==> src/rtl/signed_seq_alu.sv <==
// ---------------------------------------------------------------------------
// signed_seq_alu
//   Multi-cycle signed arithmetic unit. ADD and SUB finish in one cycle.
//   MUL uses shift-add on operand magnitudes and produces the full 2*WIDTH
//   product. DIV uses restoring division on magnitudes and produces a
//   truncating quotient and a remainder. Both take WIDTH cycles in CALC and
//   then one FIX cycle that applies the sign correction.
//
// Ports
//   clk          rising-edge clock
//   reset        synchronous, active-high reset
//   start        operation request, accepted only while busy=0
//   OpCode       00 ADD, 01 SUB, 10 MUL, 11 DIV (sampled with start)
//   A, B         signed operands (dividend / divisor for DIV)
//   busy         operation in progress (CALC or FIX)
//   done         one-cycle pulse when the results are valid
//   result_lo    sum/difference, low product half, or quotient
//   result_hi    sign extension, high product half, or remainder
//   overflow     signed overflow flag
//   div_by_zero  DIV issued with B == 0
// ---------------------------------------------------------------------------
module signed_seq_alu #(
  parameter int WIDTH = 32
) (
  input  logic             clk,
  input  logic             reset,
  input  logic             start,
  input  logic [1:0]       OpCode,
  input  logic [WIDTH-1:0] A,
  input  logic [WIDTH-1:0] B,
  output logic             busy,
  output logic             done,
  output logic [WIDTH-1:0] result_lo,
  output logic [WIDTH-1:0] result_hi,
  output logic             overflow,
  output logic             div_by_zero
);

  localparam int CW = $clog2(WIDTH + 1);

  typedef enum logic [1:0] {IDLE, CALC, FIX, DONE} state_t;

  state_t state_q, state_d;

  logic [CW-1:0]    count;
  logic             op_div;
  logic             neg_res;
  logic             neg_rem;
  logic             b_zero;
  logic [WIDTH-1:0] a_orig;
  logic [WIDTH-1:0] b_mag;
  logic [WIDTH-1:0] acc;
  logic [WIDTH-1:0] mq;

  logic             accept;
  logic [WIDTH:0]   as_sum;
  logic [WIDTH-1:0] a_abs;
  logic [WIDTH-1:0] b_abs;
  logic [WIDTH:0]   mul_sum;
  logic [WIDTH:0]   div_shift;
  logic             div_ge;
  logic [WIDTH-1:0] div_rem;
  logic [2*WIDTH-1:0] prod_fix;
  logic [WIDTH-1:0] quo_fix;
  logic [WIDTH-1:0] rem_fix;

  assign busy   = (state_q == CALC) || (state_q == FIX);
  assign done   = (state_q == DONE);
  assign accept = start && !busy;

  // ADD/SUB is evaluated on WIDTH+1 bits so the exact result is available;
  // its top bit gives the sign extension and overflow is top bit != bit W-1.
  assign as_sum = OpCode[0] ? ({A[WIDTH-1], A} - {B[WIDTH-1], B})
                            : ({A[WIDTH-1], A} + {B[WIDTH-1], B});

  // Magnitudes: the most negative value negates to itself, which read as
  // unsigned is exactly 2^(WIDTH-1), so no extra bit is needed.
  assign a_abs = A[WIDTH-1] ? -A : A;
  assign b_abs = B[WIDTH-1] ? -B : B;

  // One shift-add step: {acc, mq} holds the partial product with the
  // remaining multiplier bits in the low part of mq.
  assign mul_sum = {1'b0, acc} + (mq[0] ? {1'b0, b_mag} : {(WIDTH+1){1'b0}});

  // One restoring-division step: the partial remainder is always below
  // |B| <= 2^(WIDTH-1), so the shifted value fits in WIDTH+1 bits.
  assign div_shift = {acc, mq[WIDTH-1]};
  assign div_ge    = (div_shift >= {1'b0, b_mag});
  assign div_rem   = div_ge ? WIDTH'(div_shift - {1'b0, b_mag}) : div_shift[WIDTH-1:0];

  // Sign correction. Negating a zero magnitude yields zero, so a zero
  // product or quotient never turns into a spurious negative value.
  assign prod_fix = neg_res ? -{acc, mq} : {acc, mq};
  assign quo_fix  = neg_res ? -mq : mq;
  assign rem_fix  = neg_rem ? -acc : acc;

  // Next-state logic: ADD/SUB jump straight to DONE, MUL/DIV spend WIDTH
  // cycles in CALC and one in FIX. DONE accepts a new request directly.
  always_comb begin
    state_d = state_q;
    case (state_q)
      IDLE: begin
        if (start) state_d = OpCode[1] ? CALC : DONE;
      end
      CALC: begin
        if (count == CW'(1)) state_d = FIX;
      end
      FIX: begin
        state_d = DONE;
      end
      DONE: begin
        if (start) state_d = OpCode[1] ? CALC : DONE;
        else       state_d = IDLE;
      end
      default: state_d = IDLE;
    endcase
  end

  // State register and datapath. Results and flags only change when an
  // ADD/SUB is accepted or when a MUL/DIV passes through FIX.
  always_ff @(posedge clk) begin
    if (reset) begin
      state_q     <= IDLE;
      count       <= '0;
      op_div      <= 1'b0;
      neg_res     <= 1'b0;
      neg_rem     <= 1'b0;
      b_zero      <= 1'b0;
      a_orig      <= '0;
      b_mag       <= '0;
      acc         <= '0;
      mq          <= '0;
      result_lo   <= '0;
      result_hi   <= '0;
      overflow    <= 1'b0;
      div_by_zero <= 1'b0;
    end else begin
      state_q <= state_d;
      case (state_q)
        IDLE, DONE: begin
          if (accept) begin
            if (!OpCode[1]) begin
              result_lo   <= as_sum[WIDTH-1:0];
              result_hi   <= {WIDTH{as_sum[WIDTH]}};
              overflow    <= as_sum[WIDTH] ^ as_sum[WIDTH-1];
              div_by_zero <= 1'b0;
            end else begin
              op_div  <= OpCode[0];
              neg_res <= A[WIDTH-1] ^ B[WIDTH-1];
              neg_rem <= A[WIDTH-1];
              b_zero  <= (B == '0);
              a_orig  <= A;
              b_mag   <= b_abs;
              acc     <= '0;
              mq      <= a_abs;
              count   <= CW'(WIDTH);
            end
          end
        end
        CALC: begin
          count <= count - CW'(1);
          if (op_div) begin
            acc <= div_rem;
            mq  <= {mq[WIDTH-2:0], div_ge};
          end else begin
            acc <= mul_sum[WIDTH:1];
            mq  <= {mul_sum[0], mq[WIDTH-1:1]};
          end
        end
        FIX: begin
          if (op_div) begin
            if (b_zero) begin
              result_lo   <= '1;
              result_hi   <= a_orig;
              overflow    <= 1'b0;
              div_by_zero <= 1'b1;
            end else begin
              result_lo   <= quo_fix;
              result_hi   <= rem_fix;
              // A positive quotient magnitude of 2^(WIDTH-1) only arises
              // from MIN / -1 and cannot be represented.
              overflow    <= !neg_res && mq[WIDTH-1];
              div_by_zero <= 1'b0;
            end
          end else begin
            result_lo   <= prod_fix[WIDTH-1:0];
            result_hi   <= prod_fix[2*WIDTH-1:WIDTH];
            overflow    <= (prod_fix[2*WIDTH-1:WIDTH] != {WIDTH{prod_fix[WIDTH-1]}});
            div_by_zero <= 1'b0;
          end
        end
        default: begin
        end
      endcase
    end
  end

endmodule

==> config.mk <==
export PLATFORM = sky130hd
export DESIGN_NAME = signed_seq_alu
export DESIGN_NICKNAME = d
export VERILOG_FILES = /design/src/rtl/signed_seq_alu.sv
export SDC_FILE = /design/constraint.sdc
export NUM_CORES = 1
export LEC_CHECK = 0
export CAP_MARGIN = 0
export CORE_AREA = 4 4 183 230
export DETAILED_ROUTE_END_ITERATION = 10
export DIE_AREA = 0 0 187 234
export MAX_ROUTING_LAYER = met4
export PLACE_DENSITY = 0.68
export SLEW_MARGIN = 40
export SYNTH_ARGS = -nofsm -noshare
export SYNTH_HDL_FRONTEND = slang
export SYNTH_SLANG_ARGS = --single-unit
==> constraint.sdc <==
create_clock -name clk -period 12.3 [get_ports clk]
set_input_delay 1.845 -clock clk [delete_from_list [all_inputs] [get_ports clk]]
set_output_delay 1.845 -clock clk [all_outputs]
set_load 0.01 [all_outputs]
Yosys cells after proc, flatten, opt, wreduce, memory -nomap -nowiden
Cells that the tools add are included.
{"block": "totals", "reg_bits": 206, "in_bits": 69, "out_inout_bits": 68, "elab_cells": 95}
{"block": "classes", "n_addsub": 10, "order_cmp": 1, "eq_ne": 10, "mux": 44, "bitwise_logic": 2, "reduce_logical": 14}
{"operator": "2-to-1 mux 32 bit", "count": 20}
{"operator": "one-hot mux 32 bit (2 select lines)", "count": 4}
{"operator": "negation 32 bit", "count": 4}
{"operator": "adder 32 x 32 -> 33 bit", "count": 2}
{"operator": "2-to-1 mux 64 bit", "count": 1}
{"operator": "negation 64 bit", "count": 1}
{"operator": ">= comparator 33 x 32 -> 1 bit", "count": 1}
{"operator": "2-to-1 mux 33 bit", "count": 1}
{"operator": "subtractor 32 x 32 -> 33 bit", "count": 1}
{"operator": "logical NOT 32 bit", "count": 1}
{"operator": "inequality test 32 bit", "count": 1}
{"operator": "subtractor 32 bit", "count": 1}
{"operator": "2-to-1 mux 6 bit", "count": 2}
{"operator": "one-hot mux 6 bit (2 select lines)", "count": 1}
{"operator": "AND reduction 3 bit", "count": 3}
{"operator": "2-to-1 mux 1 bit", "count": 8}
{"operator": "2-to-1 mux 2 bit", "count": 4}
{"operator": "inequality test 2 bit, second input constant", "count": 4}
{"operator": "one-hot mux 2 bit (4 select lines)", "count": 1}
{"operator": "== test 6 x 1 -> 1 bit, second input constant", "count": 1}
{"operator": "subtractor 6 x 1 -> 6 bit, second input constant", "count": 1}
{"operator": "== test 2 bit, second input constant", "count": 2}
{"operator": "one-hot mux 1 bit (2 select lines)", "count": 2}
{"operator": "nonzero test 2 bit", "count": 2}
{"operator": "9 further kinds", "count": 12}

Depth between registers and ports, before layout
Gate-level depths: netlist of run 1.
{"block": "depth", "ltp_word": 6, "ltp_mapped": 23, "ltp_nobuf": 23}

Worst setup path after synthesis of run 1
Ideal clock, no wire load.
{"block": "synth_timing", "kind": "input to register", "from": "input port B[10]", "to": "register result_hi[11]", "setup_ns": 0.059, "arrival_time_ns": 6.819, "required_time_ns": 12.241, "slack_ns": 5.422, "stages": 22, "n_path_buf": 3, "cell_sequence": "clkbuf_1 > nor4_1 > nand4b_1 > or4_1 > or2_2 > or3_1 > nor2b_1 > xnor2_1 > ha_1 > clkbuf_1 > a21o_1 > a21o_1 > a21oi_1 > nor2b_1 > a311oi_1 > o31ai_1 > a21oi_1 > xor2_1 > o21ai_1 > nor2_1 > clkbuf_1 > a22o_1"}
{"block": "synth_via", "elab_chain_len": 5, "word_cells_on_any_way": 6, "classes_between": "add/sub (2); mux (4)"}
{"item": "start: declaration", "line_no": "30", "rtl": "input logic [WIDTH-1:0] B,"}
{"item": "adder 32 x 32 -> 33 bit or subtractor 32 x 32 -> 33 bit (tied branches)", "line_no": "74, 73"}
{"item": "2-to-1 mux 33 bit *", "line_no": "73", "rtl": "assign as_sum = OpCode[0] ? ({A[WIDTH-1], A} - {B[WIDTH-1], B})"}
{"item": "2-to-1 mux 32 bit *", "line_no": "142", "rtl": "if (!OpCode[1]) begin"}
{"item": "2-to-1 mux 32 bit *", "line_no": "141", "rtl": "if (accept) begin"}
{"item": "one-hot mux 32 bit (2 select lines) *", "line_no": "139", "rtl": "case (state_q)"}
{"item": "end signal: assignment", "line_no": "144", "rtl": "result_hi <= {WIDTH{as_sum[WIDTH]}};"}
{"item": "end signal: assignment", "line_no": "174", "rtl": "result_hi <= a_orig;"}
{"item": "end signal: assignment", "line_no": "179", "rtl": "result_hi <= rem_fix;"}
{"item": "end: declaration", "line_no": "34", "rtl": "output logic [WIDTH-1:0] result_hi,"}
Mark *: on every way between the ends. The rest lies on a longest branch, timed or not. The select of a mux whose other input is x is not followed.
A chain may end at the register's enable or synchronous reset.

Worst setup path after layout of run 1
{"block": "layout_timing", "from": "input port B[0]", "to": "register result_hi[30]"}
The elaborated chain is that of the path after synthesis.

==> qor.yml, run 1 <==
antenna_found_initial: 2
register_area_sq_um: 4110
status: "complete, no violations"
final_common_cell: "nand2_1"
wl_met2_um: 33300
cts_made_buffers: 26
drtPass1Iterations: 8
syn_inst: 2541
power-per-cell-area_nw_per_um2: 197
die_x_um: 187
cp_slowest_stage_delay_ns: 0.63
fin_nets: 2728
clkSlewWorstSetupHoldPaths_ns: 0.06
slowest_stage: "nor2_2"
fill_cells: 3899
netlist.area_leader.share: 0.221
placed_area_sq_um: 20100
slew_viol_final: 0
dp_hpwl_um: 54600
intPower_w: 0.00220
synthesis.nets: 2721
track_usage: 0.324
yosys_warnings: 0
report.final.hold_viol_count: 0
finalWeightedCongestion: 0.985
synth_area_leader_cell: "dfxtp_1"
path_max_fanout: 19
cp-start-kind: "input port"
worstPathArrival_ns: 8.61
htree_levels: 1
finalClockSkew_ns: 0.0227
clk_latency_ns: 0.56
postCtsHoldBufs: 0
layout_min_cycle_time_ns: 8.12
fin_area_sq_um: 21100
ctsResizeCount: 0
leakagePower_nw: 8.07
grt_overflow: 0
synthTopCellsByArea: "dfxtp_1, ha_1, xnor2_1, nand2_1, xor2_1"
path_buf_inv: 2
r2r_setup_slack_ns: 7.52
power_w: 0.00415
syn_avg_cell_area_sq_um: 7.31
worstSetupEndpointType: "flop"
dieArea_sq_um: 43800
multi_input_comb_area_sq_um: 13500
synth_area_sq_um: 18600
path_delay_family: "simple AND/OR/NAND/NOR gates"
setup_viol: 0
cts.sinks: 205
maxSlewHeadroom: 0.398
drive_above_1_share: 0.0472
swShare: 0.471
p_clk_frac: 0.199
grt_max_degree: 97
port_buffers: 136
required_ns: 12.79
ioPinCount: 137
rows: 82
synth_seq_area_share: 0.221
async_flop_share: 0
post_cts_buffers: 0
drt_iter0_drc: 1954
hold_ws_ns: 0.450
max_cap_violations: 0
final_cell_mix: "nand2_1, nor2_1, dfxtp_1"
rsz0062_at_grt: "false"
wl_per_cell_um: 23.5
routed_wl_um: 72200
worstPathCellList: "clkdlybuf4s50_1 -> inv_1 -> ha_1 -> nor3b_1 -> nand2_1 -> nor3_1 -> nand3_1 -> or3_1 -> or3_1 -> nor2b_1 -> xnor2_1 -> ha_1 -> nand3_1 -> nor3_1 -> nand2_1 -> o2111ai_1 -> o211ai_1 -> o31ai_1 -> a21oi_1 -> xor2_1 -> o21ai_1 -> nor2_2 -> a22o_1"
min_path_type: "reg -> reg"
vdd_drop_max_mv: 0.186
tritoncts: "built"
ys_seq_elements: 205
drc: 0
comb_power_share: 0.551
synth_edf_count: 0
synth_ff_type: "dfxtp_1"
vias_per_cell: 6.36
ant_nets: 0
vias: 19500
post-route-period-util: 0.660
synthDistinctLibCells: 71
m1WireLength_um: 28800
start_util: 0.467
die_y_um: 234
p_switching_w: 0.00195
syn2layout_area_growth_pct: 13.3
tns_ns: 0
power_frac_seq: 0.250
first_global_vias: 18400
core_area_sq_um: 39800
grt_pass1_wl_um: 109000
cts_root_buffer: "clkbuf_16"
critical_path_class: "in -> reg"
fmax_mhz: 123
worst-slew-pin-transition_ns: 0.895
top_layer_used: "met4"
clockBufferDepth: 3
wl_met3_um: 5370
[routing by layer]
layer / vias to the layer above / track usage
li1: 9180 / -
met1: 9245 / 0.391
met2: 907 / 0.529
met3: 201 / 0.0442
met4: 0 / 0.173
met5: - / -
[power groups by stage]
stage	clock (W)	combinational (W)	sequential, W
6_report	0.000826	0.00229	0.00104
5_1_grt	0.000861	0.00246	0.00106
4_1_cts	0.000838	0.00225	0.00103
3_5_place_dp	0	0.00224	0.00104
3_3_place_gp	0	0.00221	0.00104
2_1_floorplan	0	0.00148	0.000985
[state kept, by name, indices dropped and copies added, names as in the netlist, 2 cells and up]
register,flops
a_orig,31
acc,32
b_mag,32
count,6
mq,32
result_hi,32
result_lo,32
state_q,2
[final timing paths]
| kind | from | end | depth (start not counted) |
|---|---|---|---|
| setup / recovery | B[0] | result_hi[30] | 23 |
| hold reg to reg | result_lo[28] | result_lo[28] | 2 |
| hold / removal | result_lo[28] | result_lo[28] | 2 |
| setup reg to reg | mq[2] | overflow | 11 |
[cells in the mapped netlist (all sizes together), types with 25 or more instances]
library cell / number
a211oi: 76
a21o: 51
a21oi: 177
a22oi: 28
clkbuf: 162
dfxtp: 205
ha: 108
inv: 77
mux2i: 55
nand2: 329
nand2b: 50
nand3: 82
nor2: 210
nor2b: 25
nor3: 49
nor4: 39
o211ai: 70
o21ai: 131
o31ai: 33
or3: 26
or4: 29
xnor2: 154
xor2: 111
[tightest hold or removal path, stage by stage, from the launching register on]
cell and delay, ns:
dfxtp_1 0.31, nand2_1 0.05, a21oi_1 0.05
[kinds of logic (layout without fill, tap and decap cells)]
| logic type | Yosys count | in the layout | synth area share |
|---|---|---|---|
| simple gates | 912 | 912 | 0.231 |
| compound gates | 724 | 724 | 0.258 |
| other cells | 0 | 2 | 0 |
| mux | 62 | 62 | 0.0339 |
| xor+xnor | 265 | 265 | 0.125 |
| flops | 205 | 205 | 0.221 |
| fa+ha+maj | 111 | 111 | 0.0759 |
| buf+inv | 262 | 287 | 0.0549 |
[final cells by class]
class,count,share of cell area
Multi-Input combinational cell,2074,0.643
Clock buffer,33,0.0346
Antenna cell,2,0.000238
Tap cell,504,0.0299
Clock inverter,13,0.00832
Timing Repair Buffer,162,0.0746
Inverter,79,0.0141
Sequential cell,205,0.195
[through the flow]
step / cells / utilization / worst slack, ns
3_5_place_dp: 3024 / 0.506 / 3.70
4_1_cts: 3070 / 0.529 / 4.26
6_report: 3072 / 0.529 / 4.18
3_3_place_gp: 3023 / 0.505 / 3.63
2_1_floorplan: 2541 / - / 5.42
5_1_grt: 3072 / 0.529 / 3.65
Power figures use the tool's default switching activity.
==> run 2, diff against run 1 <==
- clock period: 12.3 -> 7.7 ns (I/O delays scaled with it)
==> run 2 against run 1 <==
  * Register-to-register slack lost 4.6 ns
  * Final cell count increased by 0.46%
  * Worst hold slack worse by 0.0011 ns
  * Clock power up 62%
  * Critical path depth up 1
  * Largest power group unchanged
  * Power is 61% higher
  * Combinational power is 60% higher
  * Clock skew shrank 0.0084 ns
  * Flip-flop and latch count is the same
  * Non-clock buffer count grew 12
  * Count of clock-buffer cells in the layout is 1 lower
  * Sequential share of layout area down 0.12 points
==> qor.yml, run 2 (synthesis results as in run 1) <==
leakagePower_nw: 8.13
tritoncts: "built"
maxSlewHeadroom: 0.438
max_cap_violations: 0
grt_overflow: 0
met2_usage: 0.524
syn2layout_area_growth_pct: 14.0
worstSetupEndpointType: "flop"
finalClockSkew_ns: 0.0143
die_y_um: 234
path_delay_family: "simple AND/OR/NAND/NOR gates"
rsz0062_at_grt: "false"
drtPass1Iterations: 5
timing.final.ws_setup_ns: 1.02
clk_latency_ns: 0.57
fin_area_sq_um: 21200
dp_slack_ns: 0.506
status: "complete, no violations"
drc: 0
grtUsageMet1: 0.393
clockBufferDepth: 3
post-route-period-util: 0.868
track_usage: 0.320
fmax_mhz: 150
htree_levels: 1
cts.sinks: 205
grt_pass1_wl_um: 108000
postCtsHoldBufs: 0
post_cts_buffers: 0
hold_ws_ns: 0.449
finalWeightedCongestion: 1.02
path_max_fanout: 19
r2r_setup_slack_ns: 2.91
worstPathArrival_ns: 7.13
rows: 82
hold_depth: 2
power-per-cell-area_nw_per_um2: 315
tns_ns: 0
top_usage_layer: "met2"
critical_path_class: "in -> reg"
vias: 19500
die_x_um: 187
min_path_type: "reg -> reg"
wl_per_cell_um: 23.0
core_area_sq_um: 39800
first_global_vias: 18300
drt_iter0_drc: 1954
ioPinCount: 137
slew_viol_final: 0
cts_root_buffer: "clkbuf_16"
setup_viol: 0
grtUsageMet3: 0.0347
port_buffers: 136
cts_made_buffers: 26
path_buf_inv: 3
worst-slew-pin-transition_ns: 0.832
required_ns: 8.15
final_common_cell: "nand2_1"
reg2reg_depth: 13
report.final.hold_viol_count: 0
power_w: 0.00667
dieArea_sq_um: 43800
r2r-start: "acc[0]"
grt_max_degree: 97
worstPathCellList: "clkdlybuf4s50_1 -> nor3_1 -> nand2_1 -> nor3_1 -> nand4b_1 -> or4_1 -> or2_2 -> or3_1 -> nor2b_1 -> xnor2_1 -> ha_1 -> a21o_1 -> a21o_1 -> a21oi_1 -> nor2b_1 -> a311oi_1 -> o31ai_1 -> a21oi_1 -> xor2_1 -> buf_4 -> o21ai_1 -> nor2_1 -> buf_4 -> a22o_1"
min_to: "result_lo[1]"
layout_min_cycle_time_ns: 6.68
antenna_found_initial: 2
vias_per_cell: 6.31
placed_area_sq_um: 20200
drive_above_1_share: 0.0531
vdd_drop_max_mv: 0.230
start_util: 0.467
cp-start-kind: "input port"
clkSlewWorstSetupHoldPaths_ns: 0.06
routed_wl_um: 71000
cp_slowest_stage_delay_ns: 0.55
ant_nets: 0
fin_nets: 2740
ctsResizeCount: 0
final_cell_mix: "nand2_1, nor2_1, dfxtp_1"
slowest_stage: "or4_1"
r2r-end: "overflow"
dp_hpwl_um: 54100
worstHoldStart: "result_lo[1]"
-- run 2: area by class of cell --
| type | count | area (sq um) |
|---|---|---|
| Antenna cell | 2 | 5.00 |
| Clock buffer | 32 | 756 |
| Clock inverter | 16 | 189 |
| Fill cell | 3886 | 18600 |
| Inverter | 79 | 297 |
| Multi-Input combinational cell | 2074 | 13500 |
| Sequential cell | 205 | 4110 |
| Tap cell | 504 | 631 |
| Timing Repair Buffer | 174 | 1650 |
-- run 2: worst max-delay path by stage --
stage,start,depth (start not counted),endpoint,slack (ns)
finish,B[0],24,result_hi[30],1.02
floorplan,B[10],22,result_hi[11],1.51
global placement,B[0],24,result_hi[30],0.63
global route,B[0],26,result_hi[25],0.44
detailed placement,B[0],24,result_hi[30],0.51
CTS,B[0],24,result_hi[30],1.06
-- run 2: power by group --
group | switching, W | internal (W) | total, W | leakage (nW)
sequential | 0.000330 | 0.00134 | 0.00167 | 1.68
clock | 0.000539 | 0.000804 | 0.00134 | 0.447
combinational | 0.00228 | 0.00138 | 0.00366 | 6.01
total | 0.00315 | 0.00352 | 0.00667 | 8.13
-- run 2: metrics by stage --
step | cells | util
floorplan | 2541 | -
detailed placement | 3036 | 0.508
finish | 3086 | 0.532
CTS | 3084 | 0.531
global route | 3086 | 0.532
global placement | 3036 | 0.507
-- run 2: layer usage --
metal / vias up / part of all wire
met5: - / 0
met4: 0 / 0.064
met3: 206 / 0.073
met2: 901 / 0.46
met1: 9178 / 0.41
li1: 9191 / -
-- run 2: worst reg2reg max path, delay by kind of cell, from the launching register on --
kind	cells	cell delay, ns
AND/OR/NAND/NOR	6	2.21
AO/OA/AOI/OAI	4	1.06
flip-flops	1	0.50
adder cells (fa/ha/maj)	1	0.36
XOR/XNOR	1	0.26
buffers and inverters	1	0.23
==> run 3, diff against run 2 <==
- CORE_AREA: 4 4 183 230 -> 4 4 209 262
- DIE_AREA: 0 0 187 234 -> 0 0 213 266
- GPL_ROUTABILITY_DRIVEN: unset -> 0
- PLACE_DENSITY: 0.68 -> 0.55
==> run 3 against run 2 <==
  * Worst hold slack better by 0.0041 ns
  * Final cell count up 5.1%
  * Core utilization is 13 points lower
  * Maximum frequency decreased by 2.4%
  * Global-route usage down 5.7 points
  * Register-to-register slack lost 0.04 ns
  * Non-clock buffer count decreased by 5
  * Clock power decreased by 14%
  * Critical endpoint unchanged
  * Sequential power about the same
  * Cell area barely moved
  * Clock skew up 0.018 ns
==> qor.yml, run 3 (synthesis results as in run 1) <==
required_ns: 8.16
path_max_fanout: 15
ant_nets: 0
grt_max_degree: 88
worst-slew-pin-transition_ns: 0.849
worstPathCellList: "clkdlybuf4s50_1 -> nor3_1 -> nand2_1 -> nor3_1 -> nand4b_1 -> or4_1 -> or2_2 -> or3_1 -> nor2b_1 -> xnor2_1 -> ha_1 -> a21o_1 -> a21o_1 -> a21oi_1 -> nor2b_1 -> a311oi_1 -> o31ai_1 -> a21oi_1 -> xor2_1 -> buf_4 -> o21ai_1 -> nor2_1 -> buf_4 -> a22o_1"
worstSetupEndpointType: "flop"
multi_input_comb_area_sq_um: 13500
cts_root_buffer: "clkbuf_16"
fmax_mhz: 146
vdd_drop_max_mv: 0.210
drc: 0
tns_ns: 0
start_util: 0.355
wl_met2_um: 35700
report.final.hold_viol_count: 0
final_cell_mix: "nand2_1, nor2_1, dfxtp_1"
ioPinCount: 137
syn2layout_area_growth_pct: 13.9
dp_hpwl_um: 57500
final_common_cell: "nand2_1"
htree_levels: 1
post-route-period-util: 0.890
dieArea_sq_um: 56700
drive_above_1_share: 0.0475
fill_cells: 5389
drt_iter0_drc: 1681
rsz0062_at_grt: "false"
fin_nets: 2733
leakagePower_nw: 8.03
max_cap_violations: 0
stdcell_count: 3242
register_area_sq_um: 4110
clk_latency_ns: 0.57
critical_path_class: "in -> reg"
min_path_type: "reg -> reg"
cp_slowest_stage_delay_ns: 0.57
ctsResizeCount: 0
cts.sinks: 205
m1WireLength_um: 29500
slowest_stage: "or4_1"
maxSlewHeadroom: 0.430
core_area_sq_um: 52300
postCtsHoldBufs: 0
clockBufferDepth: 3
antenna_found_initial: 0
vias: 19200
worstPathArrival_ns: 7.31
wl_met3_um: 4190
tritoncts: "built"
rows: 94
path_buf_inv: 3
layout_min_cycle_time_ns: 6.85
first_global_vias: 18800
top_layer_used: "met4"
port_buffers: 136
finalClockSkew_ns: 0.0323
numPlacedInstances: 3199
grt_overflow: 0
slew_viol_final: 0
drtPass1Iterations: 5
clkSlewWorstSetupHoldPaths_ns: 0.07
status: "complete, no violations"
antennaDiodeCount: 0
cp-start-kind: "input port"
vias_per_cell: 5.93
grt_pass1_wl_um: 113000
path_delay_family: "simple AND/OR/NAND/NOR gates"
die_y_um: 266
setup_viol: 0
post_cts_buffers: 0
track_usage: 0.263
die_x_um: 213
routed_wl_um: 75000
power-per-cell-area_nw_per_um2: 306
wl_per_cell_um: 23.1
cts_made_buffers: 24
run 3: cell types whose count changed in the layout (fill, tap and decap cells not counted), moves of 2 or more:
cell | previous run | this run
clkbuf_1 | 0 | 5
clkinv_2 | 2 | 4
buf_4 | 37 | 31
bufinv_16 | 3 | 0
clkbuf_16 | 28 | 25
diode_2 | 2 | 0
inv_6 | 3 | 0
clkinvlp_4 | 6 | 2
inv_2 | 0 | 2
run 3: per-stage QoR:
step / setup slack (ns) / hold WS, ns / total power [W] / area, sq um / utilization
floorplan: 1.51 / 0.431 / 0.00393 / 18600 / -
global placement: 0.480 / 0.440 / 0.00524 / 20400 / 0.389
detailed placement: 0.399 / 0.446 / 0.00527 / 20400 / 0.390
CTS: 0.962 / 0.455 / 0.00644 / 21200 / 0.404
global route: 0.509 / 0.482 / 0.00688 / 21200 / 0.405
finish: 0.850 / 0.453 / 0.00647 / 21200 / 0.405
run 3: worst paths after layout:
path / startpoint / to / slack (ns) / cells past startpoint
worst max-delay path: B[0] / result_hi[30] / 0.85 / 24
worst min-delay path: a_orig[8] / a_orig[8] / 0.45 / 2
worst max register to register: mq[0] / acc[30] / 2.87 / 14
worst min register to register: a_orig[8] / a_orig[8] / 0.45 / 2
run 3: per-layer routing:
| layer | up-vias | global-route usage |
|---|---|---|
| li1 | 9178 | - |
| met1 | 9053 | 0.310 |
| met2 | 765 | 0.431 |
| met3 | 220 | 0.0267 |
| met4 | 0 | 0.156 |
| met5 | - | - |
run 3: report_power, final:
part | internal, W | switching (W)
registers | 0.00134 | 0.000335
clock network | 0.000644 | 0.000510
logic | 0.00137 | 0.00227
run 3: area by class of cell:
class | count | area share
Clock buffer | 35 | 0.0337
Sequential cell | 205 | 0.194
Timing Repair Buffer | 169 | 0.0764
Inverter | 79 | 0.0140
Tap cell | 672 | 0.0397
Multi-Input combinational cell | 2074 | 0.639
Clock inverter | 8 | 0.00284
run 3: worst reg2reg max path: cells and delay by family (launching register included):
| kind | cells | cell delay [ns] |
|---|---|---|
| flip-flops | 1 | 0.66 |
| adder cells (fa/ha/maj) | 1 | 0.29 |
| AND/OR/NAND/NOR | 2 | 0.54 |
| XOR/XNOR | 1 | 0.17 |
| buffers and inverters | 1 | 0.36 |
| AO/OA/AOI/OAI | 9 | 2.66 |
